## config.mk

```make
export PLATFORM = sky130hd
export DESIGN_NAME = conv3_window_feeder
export DESIGN_NICKNAME = d
export VERILOG_FILES = /design/src/rtl/conv3_window_feeder.sv
export SDC_FILE = /design/constraint.sdc
export NUM_CORES = 1
export LEC_CHECK = 0
export CORE_ASPECT_RATIO = 1.2
export CORE_UTILIZATION = 45
export CTS_BUF_LIST = sky130_fd_sc_hd__clkbuf_4
export CTS_CLUSTER_SIZE = 25
export DETAILED_ROUTE_END_ITERATION = 8
export PLACE_DENSITY = 0.74
export SYNTH_ARGS = -nofsm -noshare
export SYNTH_HDL_FRONTEND = slang
export SYNTH_SLANG_ARGS = --single-unit
```

## constraint.sdc

```tcl
create_clock -name clk -period 10.6 [get_ports clk]
set_clock_uncertainty 0.2 [all_clocks]
set_input_delay 2.65 -clock clk [delete_from_list [all_inputs] [get_ports clk]]
set_output_delay 2.65 -clock clk [all_outputs]
set_load 0.01 [all_outputs]
```

## src/rtl/conv3_window_feeder.sv

```systemverilog
// Streams a 3x3 kernel and then every 3x3 window of a frame from memory into a
// 3x3 convolution unit, one 3-element row per push, and collects its results.
module conv3_window_feeder #(
    parameter int DATA_WIDTH = 16,
    parameter int IMG_W      = 28,
    parameter int IMG_H      = 28,
    parameter int ADDR_WIDTH = 16
) (
    input  logic                    clk,
    input  logic                    rst,
    input  logic                    start,
    input  logic [ADDR_WIDTH-1:0]   img_base,
    input  logic [ADDR_WIDTH-1:0]   kern_base,
    output logic                    mem_en,
    output logic [ADDR_WIDTH-1:0]   mem_addr,
    input  logic [DATA_WIDTH-1:0]   mem_rdata,
    output logic [3*DATA_WIDTH-1:0] conv_data_in,
    output logic                    conv_kernel_load,
    output logic                    conv_valid_in,
    output logic                    conv_valid_out,
    input  logic [DATA_WIDTH-1:0]   conv_result,
    output logic [DATA_WIDTH-1:0]   res_data,
    output logic                    res_valid,
    output logic                    res_last,
    output logic                    busy,
    output logic                    done,
    output logic [1:0]              dbg_state
);
    localparam int RW = $clog2(IMG_H);
    localparam int CW = $clog2(IMG_W);
    localparam logic [RW-1:0] R_LAST = RW'(IMG_H - 3);
    localparam logic [CW-1:0] C_LAST = CW'(IMG_W - 3);

    typedef enum logic [1:0] {S_IDLE, S_LOAD_K, S_FEED, S_DRAIN} state_t;
    state_t state_q, state_d;

    logic                    issuing_q, issuing_d;
    logic [1:0]              iss_i_q, iss_i_d, iss_j_q, iss_j_d;
    logic [RW-1:0]           win_r_q, win_r_d;
    logic [CW-1:0]           win_c_q, win_c_d;
    logic [ADDR_WIDTH-1:0]   img_base_q, img_base_d, kern_base_q, kern_base_d;
    logic                    mem_en_q, mem_en_d;
    logic [ADDR_WIDTH-1:0]   mem_addr_q, mem_addr_d;
    logic [1:0]              a_i_q, a_i_d, a_j_q, a_j_d, b_i_q, b_i_d, b_j_q, b_j_d;
    logic                    a_k_q, a_k_d, a_lw_q, a_lw_d;
    logic                    b_v_q, b_v_d, b_k_q, b_k_d, b_lw_q, b_lw_d;
    logic [DATA_WIDTH-1:0]   p0_q, p0_d, p1_q, p1_d;
    logic                    push_v_q, push_v_d, push_k_q, push_k_d;
    logic                    push_last_q, push_last_d, push_lw_q, push_lw_d;
    logic [3*DATA_WIDTH-1:0] push_data_q, push_data_d;
    logic                    vo1_q, vo1_d, vo1_lw_q, vo1_lw_d, vo_q, vo_d, vo_lw_q, vo_lw_d;
    logic                    rv_q, rv_d, rl_q, rl_d, done_q, done_d;
    logic [DATA_WIDTH-1:0]   hold_q, hold_d;
    logic                    issue, k_done, f_done;
    logic [31:0]             pix_off;

    // Row pushes come from a registered stage so the third kernel/window row is a clean event.
    assign k_done = push_v_q & push_k_q & push_last_q;
    assign f_done = push_v_q & ~push_k_q & push_last_q & push_lw_q;
    assign issue  = issuing_q & ((state_q == S_LOAD_K) | (state_q == S_FEED));

    always_ff @(posedge clk) begin
        if (rst) begin
            state_q <= S_IDLE;
            issuing_q <= 1'b0; iss_i_q <= '0; iss_j_q <= '0; win_r_q <= '0; win_c_q <= '0;
            img_base_q <= '0; kern_base_q <= '0; mem_en_q <= 1'b0; mem_addr_q <= '0;
            a_i_q <= '0; a_j_q <= '0; a_k_q <= 1'b0; a_lw_q <= 1'b0;
            b_v_q <= 1'b0; b_i_q <= '0; b_j_q <= '0; b_k_q <= 1'b0; b_lw_q <= 1'b0;
            p0_q <= '0; p1_q <= '0; push_v_q <= 1'b0; push_k_q <= 1'b0;
            push_last_q <= 1'b0; push_lw_q <= 1'b0; push_data_q <= '0;
            vo1_q <= 1'b0; vo1_lw_q <= 1'b0; vo_q <= 1'b0; vo_lw_q <= 1'b0;
            rv_q <= 1'b0; rl_q <= 1'b0; hold_q <= '0; done_q <= 1'b0;
        end else begin
            state_q <= state_d;
            issuing_q <= issuing_d; iss_i_q <= iss_i_d; iss_j_q <= iss_j_d;
            win_r_q <= win_r_d; win_c_q <= win_c_d;
            img_base_q <= img_base_d; kern_base_q <= kern_base_d;
            mem_en_q <= mem_en_d; mem_addr_q <= mem_addr_d;
            a_i_q <= a_i_d; a_j_q <= a_j_d; a_k_q <= a_k_d; a_lw_q <= a_lw_d;
            b_v_q <= b_v_d; b_i_q <= b_i_d; b_j_q <= b_j_d; b_k_q <= b_k_d; b_lw_q <= b_lw_d;
            p0_q <= p0_d; p1_q <= p1_d; push_v_q <= push_v_d; push_k_q <= push_k_d;
            push_last_q <= push_last_d; push_lw_q <= push_lw_d; push_data_q <= push_data_d;
            vo1_q <= vo1_d; vo1_lw_q <= vo1_lw_d; vo_q <= vo_d; vo_lw_q <= vo_lw_d;
            rv_q <= rv_d; rl_q <= rl_d; hold_q <= hold_d; done_q <= done_d;
        end
    end

    always_comb begin
        state_d = state_q;
        case (state_q)
            S_IDLE:   if (start)           state_d = S_LOAD_K;
            S_LOAD_K: if (k_done)          state_d = S_FEED;
            S_FEED:   if (f_done)          state_d = S_DRAIN;
            S_DRAIN:  if (rv_q && rl_q)    state_d = S_IDLE;
            default:                       state_d = S_IDLE;
        endcase
    end

    always_comb begin
        issuing_d = issuing_q; iss_i_d = iss_i_q; iss_j_d = iss_j_q;
        win_r_d = win_r_q; win_c_d = win_c_q;
        img_base_d = img_base_q; kern_base_d = kern_base_q;
        mem_en_d = 1'b0; mem_addr_d = mem_addr_q;
        pix_off = (32'(win_r_q) + 32'(iss_i_q)) * 32'(IMG_W) + 32'(win_c_q) + 32'(iss_j_q);
        a_i_d = iss_i_q; a_j_d = iss_j_q; a_k_d = (state_q == S_LOAD_K);
        a_lw_d = (state_q == S_FEED) && (win_r_q == R_LAST) && (win_c_q == C_LAST);
        if (state_q == S_IDLE && start) begin
            img_base_d = img_base; kern_base_d = kern_base; issuing_d = 1'b1;
            iss_i_d = '0; iss_j_d = '0; win_r_d = '0; win_c_d = '0;
        end
        if (state_q == S_LOAD_K && k_done) begin
            issuing_d = 1'b1; iss_i_d = '0; iss_j_d = '0; win_r_d = '0; win_c_d = '0;
        end
        // Reads run back to back across windows; only the kernel phase and the last window stop them.
        if (issue) begin
            mem_en_d = 1'b1;
            mem_addr_d = (state_q == S_LOAD_K)
                ? kern_base_q + ADDR_WIDTH'(32'(iss_i_q) * 32'd3 + 32'(iss_j_q))
                : img_base_q + ADDR_WIDTH'(pix_off);
            if (iss_j_q == 2'd2) begin
                iss_j_d = '0;
                if (iss_i_q == 2'd2) begin
                    iss_i_d = '0;
                    if (state_q == S_LOAD_K || a_lw_d) begin
                        issuing_d = 1'b0;
                    end else if (win_c_q == C_LAST) begin
                        win_c_d = '0;
                        win_r_d = win_r_q + 1'b1;
                    end else begin
                        win_c_d = win_c_q + 1'b1;
                    end
                end else begin
                    iss_i_d = iss_i_q + 2'd1;
                end
            end else begin
                iss_j_d = iss_j_q + 2'd1;
            end
        end
        b_v_d = mem_en_q; b_i_d = a_i_q; b_j_d = a_j_q; b_k_d = a_k_q; b_lw_d = a_lw_q;
        p0_d = p0_q; p1_d = p1_q; push_data_d = push_data_q;
        push_v_d = 1'b0; push_k_d = 1'b0; push_last_d = 1'b0; push_lw_d = 1'b0;
        if (b_v_q) begin
            case (b_j_q)
                2'd0: p0_d = mem_rdata;
                2'd1: p1_d = mem_rdata;
                default: begin
                    push_v_d = 1'b1; push_k_d = b_k_q;
                    push_last_d = (b_i_q == 2'd2); push_lw_d = b_lw_q;
                    push_data_d = {mem_rdata, p1_q, p0_q};
                end
            endcase
        end
        vo1_d = push_v_q & ~push_k_q & push_last_q; vo1_lw_d = push_lw_q;
        vo_d = vo1_q; vo_lw_d = vo1_lw_q;
        rv_d = vo_q; rl_d = vo_q & vo_lw_q;
        hold_d = rv_q ? conv_result : hold_q;
        done_d = (state_q == S_DRAIN) && rv_q && rl_q;
    end

    always_comb begin
        busy             = (state_q != S_IDLE);
        dbg_state        = state_q;
        done             = done_q;
        mem_en           = mem_en_q;
        mem_addr         = mem_addr_q;
        conv_data_in     = push_data_q;
        conv_kernel_load = push_k_q;
        conv_valid_in    = push_v_q;
        conv_valid_out   = vo_q;
        res_valid        = rv_q;
        res_last         = rl_q;
        // conv_result is already registered by the convolution unit; pass it through on the result cycle.
        res_data         = rv_q ? conv_result : hold_q;
    end
endmodule

```

# After elaboration in Yosys (flattened, before gate mapping)
# Index checks and enable logic that the tools add are counted.
[totals]
ramBits = 0
latchBits = 0
mem_count = 0
reg_bits = 186
in_bits = 67
rom_bits = 0
elab_cells = 127
out_inout_bits = 90
[op_classes]
mul = 2
div_mod_pow = 0
n_lt_le_gt_ge = 0
n_addsub = 10
shifts = 0
n_bitwise = 11
mux = 38
eq_ne = 13
n_reduce_logical = 19
[op_table]
columns = ["operator", "n"]
rows = [
  ["$mux W5", 14],
  ["$mux W16", 2],
  ["$mux W2", 13],
  ["$add A16 B13 Y16", 1],
  ["$add A16 B5 Y16", 1],
  ["$add A12 B2 Y13", 1],
  ["$add A11 B5 Y12", 1],
  ["$add A5 B1 Y5 const B", 2],
  ["$eq A2 B2 Y1 const B", 5],
  ["$eq A5 B5 Y1 const B", 2],
  ["$mul A6 B3 Y9 const B", 1],
  ["$mux W1", 8],
  ["$pmux W2 S4", 1],
  ["$and A1 B1 Y1", 7],
  ["$logic_and A1 B1 Y1", 7],
  ["$add A5 B2 Y6", 1],
  ["$ne A2 B2 Y1 const B", 3],
  ["$reduce_and A2 Y1", 3],
  ["$add A4 B2 Y5", 1],
  ["$add A2 B1 Y2 const B", 2],
  ["$eq A2 B1 Y1 const B", 2],
  ["$logic_not A2 Y1", 2],
  ["$mul A2 B2 Y4 const B", 1],
  ["$reduce_and A4 Y1", 1],
  ["other kinds (8)", 11],
]

# Logic depth before layout (Yosys ltp)
# Gate-level depths: netlist (run 1).
[depth]
word_depth = 9
ltp_mapped = 22
ltp_nobuf = 22

# Least setup slack after synthesis (run 1)
# Ideal clock, no wire load.
[synth_path]
path_kind = "input to output"
start = "input conv_result[0]"
end = "output res_data[0]"
arrival_time_ns = 2.931
path_slack_ns = 4.819
required_time_ns = 7.750
cell_stages = 1
path_cell_list = "mux2_2"
[synth_between]
elab_chain_len = 1
[synth_rtl]
columns = ["item", "line", "rtl"]
rows = [
  ["from (decl)", "21", "input logic [DATA_WIDTH-1:0] conv_result,"],
  ["$mux W16", "173", "res_data = rv_q ? conv_result : hold_q;"],
  ["to (decl)", "22", "output logic [DATA_WIDTH-1:0] res_data,"],
]
# Every way passes these cells.

# Final worst setup path (run 1)
[layout_path]
start = "input conv_result[11]"
end = "output res_data[11]"
# The elaborated chain is that of the path after synthesis.

==> results of run 1 <==
==> flip-flops by register name, summed over array words and instances, names as in the netlist, 2 cells and up <==
register,cells
kern_base_q,16
a_j_d,2
img_base_q,16
win_r_q,5
b_j_q,2
a_i_d,2
p1_q,16
b_i_q,2
a_i_q,2
mem_addr,16
win_c_q,5
hold_q,16
p0_q,16
a_j_q,2
dbg_state,2
conv_data_in,48
==> worst register-to-register path: cells and delay by family, from the launching register on <==
family,cells,cell delay (ps)
fa+ha+maj,7,2360
compound gates,6,1420
simple gates,5,800
flops,1,520
xor+xnor,1,490
buf+inv,1,50
==> worst paths after layout <==
check / startpoint / to / slack [ps] / cells past startpoint
max: conv_result[11] / res_data[11] / 3930 / 3
min: b_i_q[0]$_SDFF_PP0_ / push_last_q$_SDFF_PP0_ / 220 / 1
min reg2reg: b_i_q[0]$_SDFF_PP0_ / push_last_q$_SDFF_PP0_ / 220 / 1
max reg2reg: a_i_d[0]$_SDFF_PP0_ / mem_addr[12]$_SDFFE_PP0P_ / 4680 / 20
==> cells by family after synthesis <==
kind of cell             Yosys count
AND/OR/NAND/NOR                  422
multiplexers                      23
XOR/XNOR                          26
adder cells (fa/ha/maj)           61
AO/OA/AOI/OAI                    212
buffers and inverters            102
flip-flops                       186
==> cell type report <==
type / count / area share, %
Antenna cell: 1 / 0.0239
Clock buffer: 17 / 1.22
Clock inverter: 15 / 1.25
Inverter: 47 / 1.68
Multi-Input combinational cell: 744 / 42.0
Sequential cell: 186 / 35.5
Tap cell: 252 / 3.01
Timing Repair Buffer: 162 / 15.3
==> metal layers <==
layer,part of all wire (%),vias up,wire (um)
li1,-,3691,-
met1,43,3407,8220
met2,50,172,9590
met3,4.3,30,823
met4,1.9,0,369
met5,0,-,0
==> stage by stage <==
stage                     hold slack (ps)  instances  util, %
after floorplan                       176       1032        -
after global placement                188       1391     55.6
after detailed placement              200       1391     55.6
after CTS                             223       1423     57.0
after global routing                  235       1424     57.0
final                                 217       1424     57.0
==> synth_stat cells, types with 2 or more instances <==
cell        n  area share (%)
a211oi_1   14             1.2
and3_1      3            0.22
a211o_1     2            0.21
inv_1      47             2.1
clkbuf_1   43             1.9
nand3_1    26             1.5
mux2i_1     5            0.59
nand2_1   262              12
or2_2       2            0.15
ha_1       49             7.2
o21bai_1    3            0.26
a21o_1      6            0.53
xnor2_1    13             1.3
xor2_1     13             1.3
a21oi_1   148             8.7
o21ai_0    12            0.71
o31a_1      2            0.21
nand2b_1    5            0.37
nor2b_1    31             2.3
o211ai_1    4            0.35
nor2_1     45             2.0
and2_1      8            0.59
dfxtp_1   186              44
buf_1      10            0.44
nand4_1     2            0.15
nor3_1     18             1.1
nor4_1      2            0.15
fa_1       12             2.8
a31oi_1     5            0.37
o22ai_1     2            0.15
or3b_2      2            0.21
nand3b_1    2            0.18
and4_1      2            0.21
mux2_2     18             2.4
nor3b_1     2            0.18
==> placed cells by master, fill, tap and decap left out, types with 4 or more instances in the layout <==
cell             Yosys  layout
a31oi_1              5       5
inv_6                0       6
o211ai_1             4       4
a211oi_1            14      14
inv_1               47      47
a21o_1               6       6
ha_1                49      49
nand3_1             26      26
xnor2_1             13      13
nand2_1            262     262
a21oi_1            148     148
nand2b_1             5       5
o21ai_0             12      12
nor2b_1             31      31
dfxtp_1            186     186
and2_1               8       8
xor2_1              13      13
mux2i_1              5       5
nor2_1              45      45
clkbuf_4             0      17
buf_4                0       7
clkdlybuf4s50_1      0     155
nor3_1              18      18
mux2_2              18      18
fa_1                12      12
==> power groups by stage <==
| stage | combinational (mW) | sequential [mW] | clock [mW] |
|---|---|---|---|
| 3_3_place_gp | 0.331 | 0.796 | 0 |
| 4_1_cts | 0.338 | 0.781 | 0.380 |
| 6_report | 0.333 | 0.781 | 0.366 |
| 3_5_place_dp | 0.337 | 0.796 | 0 |
| 5_1_grt | 0.373 | 0.788 | 0.411 |
| 2_1_floorplan | 0.209 | 0.794 | 0 |
==> results.md, run 1 <==
* Int Power at about 990 uW
* M1 GR Usage at about a quarter
* Worst setup margin at between 3000 and 4000 ps
* Chip Width at approximately 130 um
* Largest net degree at the start of global routing at approximately 110
* Final Hold Vio Count at 0
* Hold_buf cts at 0
* Critical path type: input pin to output port
* Delay of the slowest critical-path stage at roughly 480 ps
* DR pass1 iterations at 4
* Setup Viol. Count Final at 0
* Global-route wire length before repair at between 30000 and 40000 um
* Syn_nets at approximately 1200
* Clk buf depth at 2
* Die area at slightly below 20000 um2
* Tot Pwr at 1.48 mW
* Setup tns final at 0 ps
* DR vias at 7300
* EDFF count, synth at 0
* Synth Area in Compound Gates at ~14%
* Max-cap violations at 0
* Worst path bufs/invs at 2
* CTS Buf Count at 17
* Post-route cell area at approximately 10000 um2
* GR Util met2 at approximately 36%
* # IOs at about 160
* Initial antenna violation count at 1
* Fmax at between 0.15 and 0.2 GHz
* Port buffer count at approximately 160
* Comb power frac at between 20 and 25%
* Outcome: finished clean
* Die Y at ~150 um
* Multi-input logic area at about 4400 um2
* Register area at about 3700 um2
* Post-CTS sizing at 0
* Post CTS Setup Buffer Count at 0
* Yosys cell types at 61
* Final Max Slew Viols at 0
* Clk slew on worst S/H paths at 150 ps
* Synth Area in XOR/XNOR at approximately 2.7%
* P&R area growth vs syn at 23.2%
* M3 GR Usage at between 4 and 5%
* Setup Slack @ Placement at 3930 ps
* DRC at 0
* Most used cell, CP: clkdlybuf4s50_1
* Filler cells at roughly 1800
* Ys flop type: dfxtp_1
* Core Footprint at 18400 um2
* Antenna Nets Post-Route at 0
* Cell area after synthesis at roughly 8500 um2
* Clk root buf: clkbuf_4
* Drt initial violations at around 340
* Initial Util at between 40% and 50%
* # rows at 54
* Async SR Flop Fraction at 0%
* Leak at between 3 and 4 nW
* RSZ-0062 raised after global routing: no
* Worst hold path class: flip-flop to flip-flop
* Vias in the first global route at 6822
* Mapped Cells at 1032
* Area after DPL at around 10000 um2
* Depth of the CTS H-tree at 4
* GPL Wtd Cong at roughly 0.85
* Worst-path fanout max at 2
* DRT Wirelength at roughly 19000 um
* Gr busiest metal: met2
* Synth Area in Simple Gates at between 20% and 30%
* Worst EP arrival at between 3000 and 4000 ps
* Net switching power at 494 uW
* CTS tree: yes
* Crit path max-delay family: buffers and inverters
* Peak VDD IR at around 0.073 mV
* Sink Count at 186
* Avg Inst Size Synth at 8.25 um2
* Post-synthesis register bit count at 186
* Slew headroom at between 20% and 30%
* Mux cell area share after synthesis at between 2 and 3%
* Warnings, synthesis at 0
* Clock latency at the later pin of the worst-skew pair at roughly 600 ps
* Sw frac at between 30 and 40%
* Post-synthesis adder-cell area fraction at about a tenth
* Clock power frac at between 20% and 30%
* Grt total ovfl at 0
* Post-layout min period at approximately 6700 ps
* Layout net count at about 1300
* Worst setup EP type: output port
* GRT Total Usage at roughly a fifth
* Final period util at a little over three fifths
* Share of layout cells above drive strength 1 at 5.64%
* Main combinational cell family by area after synthesis: simple AND/OR/NAND/NOR gates
* Flop pwr share at 52.8%
* Via-per-instance ratio at about 5.1
* Power Dens Cells at between 100 and 150 nW/um2
* Dpl hpwl at ~14000 um
* WL/cell at around 13 um
* WP data required at a little under 8000 ps
* Critical Path Source Type: input pin
* CP max stage cell: clkdlybuf4s50_1
* Slew @ Worst Pin at 1090 ps
* Sequential share of the synthesized area at between 40% and 50%
* CP cell instances: clkdlybuf4s50_1 -> mux2_2 -> clkdlybuf4s50_1
No activity file was read; power rests on OpenSTA's default activity.
==> run 2, diff against run 1 <==
--- a/config.mk
+++ b/config.mk
@@ -10,7 +10,7 @@
 export CTS_BUF_LIST = sky130_fd_sc_hd__clkbuf_4
 export CTS_CLUSTER_SIZE = 25
 export DETAILED_ROUTE_END_ITERATION = 8
-export PLACE_DENSITY = 0.74
+export PLACE_DENSITY = 0.77
 export SYNTH_ARGS = -nofsm -noshare
 export SYNTH_HDL_FRONTEND = slang
 export SYNTH_SLANG_ARGS = --single-unit
==> constraint.sdc (replaced) <==
create_clock -name clk -period 5.55 [get_ports clk]
set_clock_uncertainty 0.2 [all_clocks]
set_input_delay 1.3875 -clock clk [delete_from_list [all_inputs] [get_ports clk]]
set_output_delay 1.3875 -clock clk [all_outputs]
set_load 0.01 [all_outputs]
==> run 2 against run 1 <==
Compared with the run above:
- global-route usage increased by 0.61 points
- sequential power increased by 91%
- flip-flop and latch count did not move
- worst hold slack worse by 1.3 ps
- critical path type is now flip-flop to flip-flop
==> results.md, run 2 (synthesized netlist as in run 1, its figures left out) <==
* Die Y at 153 um (unchanged)
* CTS Buf Count at 17 (unchanged)
* Vias in the first global route at 7116 (+4.3%)
* Final Hold Vio Count at 0 (unchanged)
* Leak at 3.99 nW (+2.0%)
* Setup Viol. Count Final at 0 (unchanged)
* # diodes at 0 (-1)
* Most common cell after layout, fill and taps aside: nand2_1
* Setup tns final at 0 ps (unchanged)
* GRT Total Usage at 20.8% (+0.61 points)
* Clk buf depth at 2 (unchanged)
* Share of layout cells above drive strength 1 at 6.79% (+1.2 points)
* Largest net degree at the start of global routing at 91 (-16%)
* Power Dens Cells at 282 nW/um2 (+100%)
* DRT Wirelength at 19500 um (+2.8%)
* Setup crit start: win_r_q[0]$_SDFF_PP0_
* DP Cell Count at 1398 (+0.50%)
* RSZ-0062 raised after global routing: no
* Port buffer count at 156 (unchanged)
* CTS tree: yes
* Dpl hpwl at 14200 um (+3.8%)
* Filler cells at 1716 (-2.1%)
* Tot Pwr at 3.00 mW (+100%)
* WL/cell at 13.7 um (+2.4%)
* Die area at 19500 um2 (unchanged)
* FF-to-FF End: mem_addr[12]$_SDFFE_PP0P_
* Via-per-instance ratio at 5.15 (+0.48%)
* Post CTS Setup Buffer Count at 0 (unchanged)
* # IOs at 157 (unchanged)
* DRC at 0 (unchanged)
* Post-CTS sizing at 0 (unchanged)
* Max FFs per register at 48 (unchanged)
* Peak VDD IR at 0.201 mV (+180%)
* Worst hold path class: flip-flop to flip-flop
* DR vias at 7366 (+0.90%)
* Slew headroom at 30.9% (+3.4 points)
* Outcome: finished clean
* GPL Wtd Cong at 0.848 (-0.15%)
* Worst setup EP type: flip-flop
* Clk root buf: clkbuf_4
* DR pass1 iterations at 6 (+2)
* Worst-path fanout max at 6 (+4)
* Final Max Slew Viols at 0 (unchanged)
* Chip Width at 128 um (unchanged)
* Critical Path Source Type: flip-flop
* Critical path type: flip-flop to flip-flop
* Antenna Nets Post-Route at 0 (unchanged)
* Reg2Reg Launch Point: win_r_q[0]$_SDFF_PP0_
* Drt initial violations at 342 (-0.29%)
* Hold_buf cts at 0 (unchanged)
* Layout net count at 1293 (+0.54%)
* Global-route wire length before repair at 32800 um (+3.4%)
* Core Footprint at 18400 um2 (unchanged)
* # rows at 54 (unchanged)
* Post-route insts no fill at 1430 (+0.42%)
* P&R area growth vs syn at 25.0%
* Grt total ovfl at 0 (unchanged)
* Sink Count at 186 (unchanged)
* Max-cap violations at 0 (unchanged)
* WP data required at 5840 ps (-1910 ps)
* Initial antenna violation count at 0 (-1)
* Register-to-Register Path Depth at 20 (unchanged)
* Slew @ Worst Pin at 1030 ps (-55.1 ps)
* Final period util at a little over nine tenths
* Worst EP arrival at 5550 ps (+1730 ps)
* Post-layout min period at approximately 5300 ps
* Most frequent cells in the layout: 262 x nand2_1, 185 x dfxtp_1, 155 x clkdlybuf4s50_1
* Worst R2R Setup Slack at 300 ps (-4380 ps)
* Setup crit end: mem_addr[12]$_SDFFE_PP0P_
* Clk slew on worst S/H paths at 160 ps (about the same)
* Fmax at about 0.19 GHz
* Initial Util at 46.3% (unchanged)
* Clock latency at the later pin of the worst-skew pair at 570 ps (-20 ps)
* Depth of the CTS H-tree at 4 (unchanged)
* Worst setup margin at 295 ps (-3640 ps)
* Setup Slack @ Placement at 65.8 ps (-3860 ps)
## run 2: area by class of cell
cell class | instances | area [um2] | area share (%)
multi-input cells | 744 | 4420 | 41.6
flip-flops and latches | 186 | 3720 | 35.0
repair buffers | 169 | 1660 | 15.6
well taps | 252 | 315 | 2.96
clock inverters | 14 | 211 | 1.99
inverters | 47 | 176 | 1.66
clock buffers | 18 | 135 | 1.27
## run 2: layer usage
metal  track usage, %  share of wire [%]
met1             24.3                 42
met4             7.20                2.2
met5                0                  0
met3             3.97                4.1
met2             37.4                 51
## run 2: power by group
group	leakage (nW)	internal, mW	switching (mW)
Sequential	1.50	1.42	0.0706
Combinational	2.31	0.270	0.379
Clock	0.173	0.374	0.483
Total	3.99	2.07	0.932
## run 2: how the worst min path moves through the flow
stage / slack, ps / end / from / cells after the start
2_1_floorplan: 180 / push_last_q$_SDFF_PP0_ / b_i_q[0]$_SDFF_PP0_ / 1
3_3_place_gp: 180 / push_last_q$_SDFF_PP0_ / b_i_q[0]$_SDFF_PP0_ / 1
3_5_place_dp: 200 / push_last_q$_SDFF_PP0_ / b_i_q[0]$_SDFF_PP0_ / 1
4_1_cts: 220 / push_last_q$_SDFF_PP0_ / b_i_q[0]$_SDFF_PP0_ / 1
5_1_grt: 250 / push_last_q$_SDFF_PP0_ / b_i_q[0]$_SDFF_PP0_ / 1
6_report: 220 / push_last_q$_SDFF_PP0_ / b_i_q[0]$_SDFF_PP0_ / 1
## run 2: critical path, cell delays in order (launching register included)
cell and delay, ps:
dfxtp_2 410, ha_1 190, inv_1 50, fa_1 520
inv_1 100, fa_1 490, ha_1 220, fa_1 410
a21oi_1 170, nor2_1 60, nor2_2 120, nor2b_1 60
o41a_1 330, ha_1 290, ha_1 230, a211oi_1 250
o221ai_1 170, a21oi_2 190, nor3_1 70, or3b_2 440
a211oi_1 220
## run 2: through the flow
stage	hold WS, ps	utilization, %	instance area [um2]
after floorplan	176	-	8510
after global placement	181	55.9	10300
after detailed placement	204	55.9	10300
after CTS	224	57.8	10600
after global routing	245	57.9	10600
final	215	57.9	10600
==> run 3, diff against run 2 <==
--- a/config.mk
+++ b/config.mk
@@ -10,7 +10,10 @@
 export CTS_BUF_LIST = sky130_fd_sc_hd__clkbuf_4
 export CTS_CLUSTER_SIZE = 25
 export DETAILED_ROUTE_END_ITERATION = 8
+export MAX_ROUTING_LAYER = met4
 export PLACE_DENSITY = 0.77
+export REMOVE_ABC_BUFFERS = 1
+export SLEW_MARGIN = 0
 export SYNTH_ARGS = -nofsm -noshare
 export SYNTH_HDL_FRONTEND = slang
 export SYNTH_SLANG_ARGS = --single-unit
==> run 3 against run 2 <==
Compared with the run above:
- cell area fell by 0.14%
- via count fell by 0.20%
- combinational power barely moved
- clock power fell by 0.8%
- core utilization fell by 0.082 points
- total power fell by 0.18%
- clock-buffer cell count fell by 1
- final cell count fell by 0.14%
- the flow now finishes with violations (DRC)
==> results.md, run 3 (synthesized netlist as in run 1, its figures left out) <==
* Outcome: complete, but fails checks
* Failing checks: DRC
* Hold Path Depth at 1 (unchanged)
* Sink Count at 186 (unchanged)
* WP data required at 5850 ps (about the same)
* DR pass1 iterations at 6 (unchanged)
* Register-to-Register Path Depth at 20 (unchanged)
* Via-per-instance ratio at 5.15 (about the same)
* Power Dens Cells at 282 nW/um2 (about the same)
* Hold Path End: push_last_q$_SDFF_PP0_
* Worst-path fanout max at 6 (unchanged)
* Clk buf depth at 2 (unchanged)
* Reg2Reg Launch Point: win_r_q[0]$_SDFF_PP0_
* Hold_buf cts at 0 (unchanged)
* Post-layout min period at 5240 ps (-19.3 ps)
* Core Footprint at 18400 um2 (unchanged)
* # IOs at 157 (unchanged)
* DP Cell Count at 1395 (-0.21%)
* Largest net degree at the start of global routing at 124 (+36%)
* CP max stage cell: fa_1
* Initial antenna violation count at 1 (+1)
* Final Max Slew Viols at 0 (unchanged)
* Grt total ovfl at 0 (unchanged)
* P&R area growth vs syn at 24.9%
* GRT Total Usage at 21.2% (+0.41 points)
* Initial Util at 46.3% (unchanged)
* Setup Viol. Count Final at 0 (unchanged)
* # rows at 54 (unchanged)
* CP cell instances: ha_1 -> inv_1 -> fa_1 -> xnor2_2 -> fa_1 -> ha_1 -> fa_1 -> a21oi_1 -> nor2_1 -> nor2_1 -> nor2b_1 -> o41a_1 -> ha_1 -> ha_1 -> a211oi_2 -> o221ai_1 -> a21oi_2 -> nor3_1 -> or3b_2 -> a211oi_1
* Vias in the first global route at 6875 (-3.4%)
* Die area at 19500 um2 (unchanged)
* Slew @ Worst Pin at 1140 ps (+108 ps)
* Share of layout cells above drive strength 1 at 6.47% (-0.32 points)
* Die Y at 153 um (unchanged)
* Dpl hpwl at 13800 um (-3.1%)
* Delay of the slowest critical-path stage at 450 ps (-70 ps)
* Leak at 3.98 nW (-0.19%)
* Final period util at 94.3% (-0.35 points)
* Port buffer count at 156 (unchanged)
* Slew headroom at 23.8% (-7.1 points)
* DRT Wirelength at 19600 um (+0.22%)
* Clk slew on worst S/H paths at 160 ps (about the same)
* WL/cell at 13.7 um (+0.36%)
* FF-to-FF End: mem_addr[12]$_SDFFE_PP0P_
* Most used cell, CP: ha_1
* Depth of the CTS H-tree at 4 (unchanged)
* Antenna Nets Post-Route at 0 (unchanged)
* CTS Buf Count at 17 (unchanged)
* Global-route wire length before repair at 32400 um (-1.2%)
* Worst R2R Setup Slack at 310 ps (+20 ps)
* CTS tree: yes
* Worst EP arrival at 5540 ps (about the same)
* Max FFs per register at 48 (unchanged)
* Most common cell after layout, fill and taps aside: nand2_1
* Peak VDD IR at 0.186 mV (-7.5%)
* RSZ-0062 raised after global routing: no
* Fmax at 0.191 GHz (+0.37%)
* Critical Path Source Type: flip-flop
* Critical path type: flip-flop to flip-flop
* Clock latency at the later pin of the worst-skew pair at 580 ps (about the same)
* Post-route insts no fill at 1428 (-0.14%)
* Layout net count at 1290 (-0.23%)
* DR vias at 7351 (-0.20%)
* Chip Width at 128 um (unchanged)
* Max-cap violations at 0 (unchanged)
* Tot Pwr at 2.99 mW (-0.18%)
* Hold path startpoint: b_i_q[0]$_SDFF_PP0_
* GPL Wtd Cong at 0.874 (+3.1%)
* Worst setup EP type: flip-flop
* DRC at 2 (+2)
* Worst hold path class: flip-flop to flip-flop
* Final Hold Vio Count at 0 (unchanged)
* Most frequent cells in the layout: 262 x nand2_1, 185 x dfxtp_1, 155 x clkdlybuf4s50_1
* Setup tns final at 0 ps (unchanged)
* Drt initial violations at 412 (+20%)
* Clk root buf: clkbuf_4
-- run 3: cell count changes in the layout (fill, tap and decap cells not counted), sizes merged --
cell      delta
buf          -3
clkbuf       -1
clkinv       +1
clkinvlp     -1
diode        +1
inv          +1
-- run 3: report_power, final --
part | leakage, nW | switching, mW | internal (mW)
combinational | 2.30 | 0.386 | 0.266
sequential | 1.50 | 0.0700 | 1.42
clock | 0.175 | 0.482 | 0.367
-- run 3: cell type report --
type	instances	area, um2
clock buffer	17	128
multi-input combinational	744	4430
fill	1763	7750
clock inverter	15	213
antenna	1	2.50
inverter	47	176
sequential	186	3720
tap	252	315
timing repair buffer	166	1640
-- run 3: worst max path at each step --
stage                           endpoint             startpoint  cells after the start  slack, ps
2_1_floorplan  mem_addr[12]$_SDFFE_PP0P_    a_i_d[0]$_SDFF_PP0_                     20        270
3_3_place_gp   mem_addr[12]$_SDFFE_PP0P_  win_r_q[0]$_SDFF_PP0_                     20        250
3_5_place_dp   mem_addr[12]$_SDFFE_PP0P_  win_r_q[0]$_SDFF_PP0_                     20        110
4_1_cts        mem_addr[12]$_SDFFE_PP0P_  win_r_q[0]$_SDFF_PP0_                     20         90
5_1_grt        mem_addr[12]$_SDFFE_PP0P_  win_r_q[0]$_SDFF_PP0_                     20         20
6_report       mem_addr[12]$_SDFFE_PP0P_  win_r_q[0]$_SDFF_PP0_                     20        310
-- run 3: worst max-delay path, delay by kind of cell, from the launching register on --
kind / cells / cell delay, ps
xor gates and xnor gates: 1 / 220
DFF: 1 / 400
adders and majority gates: 7 / 2270
AOI/OAI and AO/OA: 6 / 1280
and+or+nand+nor: 5 / 760
buffers and inverters: 1 / 50
-- run 3: timing repair --
item	in CTS	in global routing
setup endpoints to repair	0	2
hold endpoints to repair	0	0
gates resized for setup	0	6
setup buffers	0	0
-- run 3: per-layer routing --
metal  routed length [um]  GRT usage (%)
met4                  301           6.46
met1                 8480           24.5
met3                  860           4.00
met5                    0              -
met2                 9940           36.7
-- run 3: metrics by stage --
step | hold WS [ps] | util [%] | setup WS (ps) | cell area [um2]
floorplan | 176 | - | 274 | 8300
global placement | 187 | 55.8 | 252 | 10300
detailed placement | 186 | 55.8 | 113 | 10300
CTS | 207 | 57.7 | 94.8 | 10600
global route | 216 | 57.8 | 15.4 | 10600
finish | 207 | 57.8 | 314 | 10600
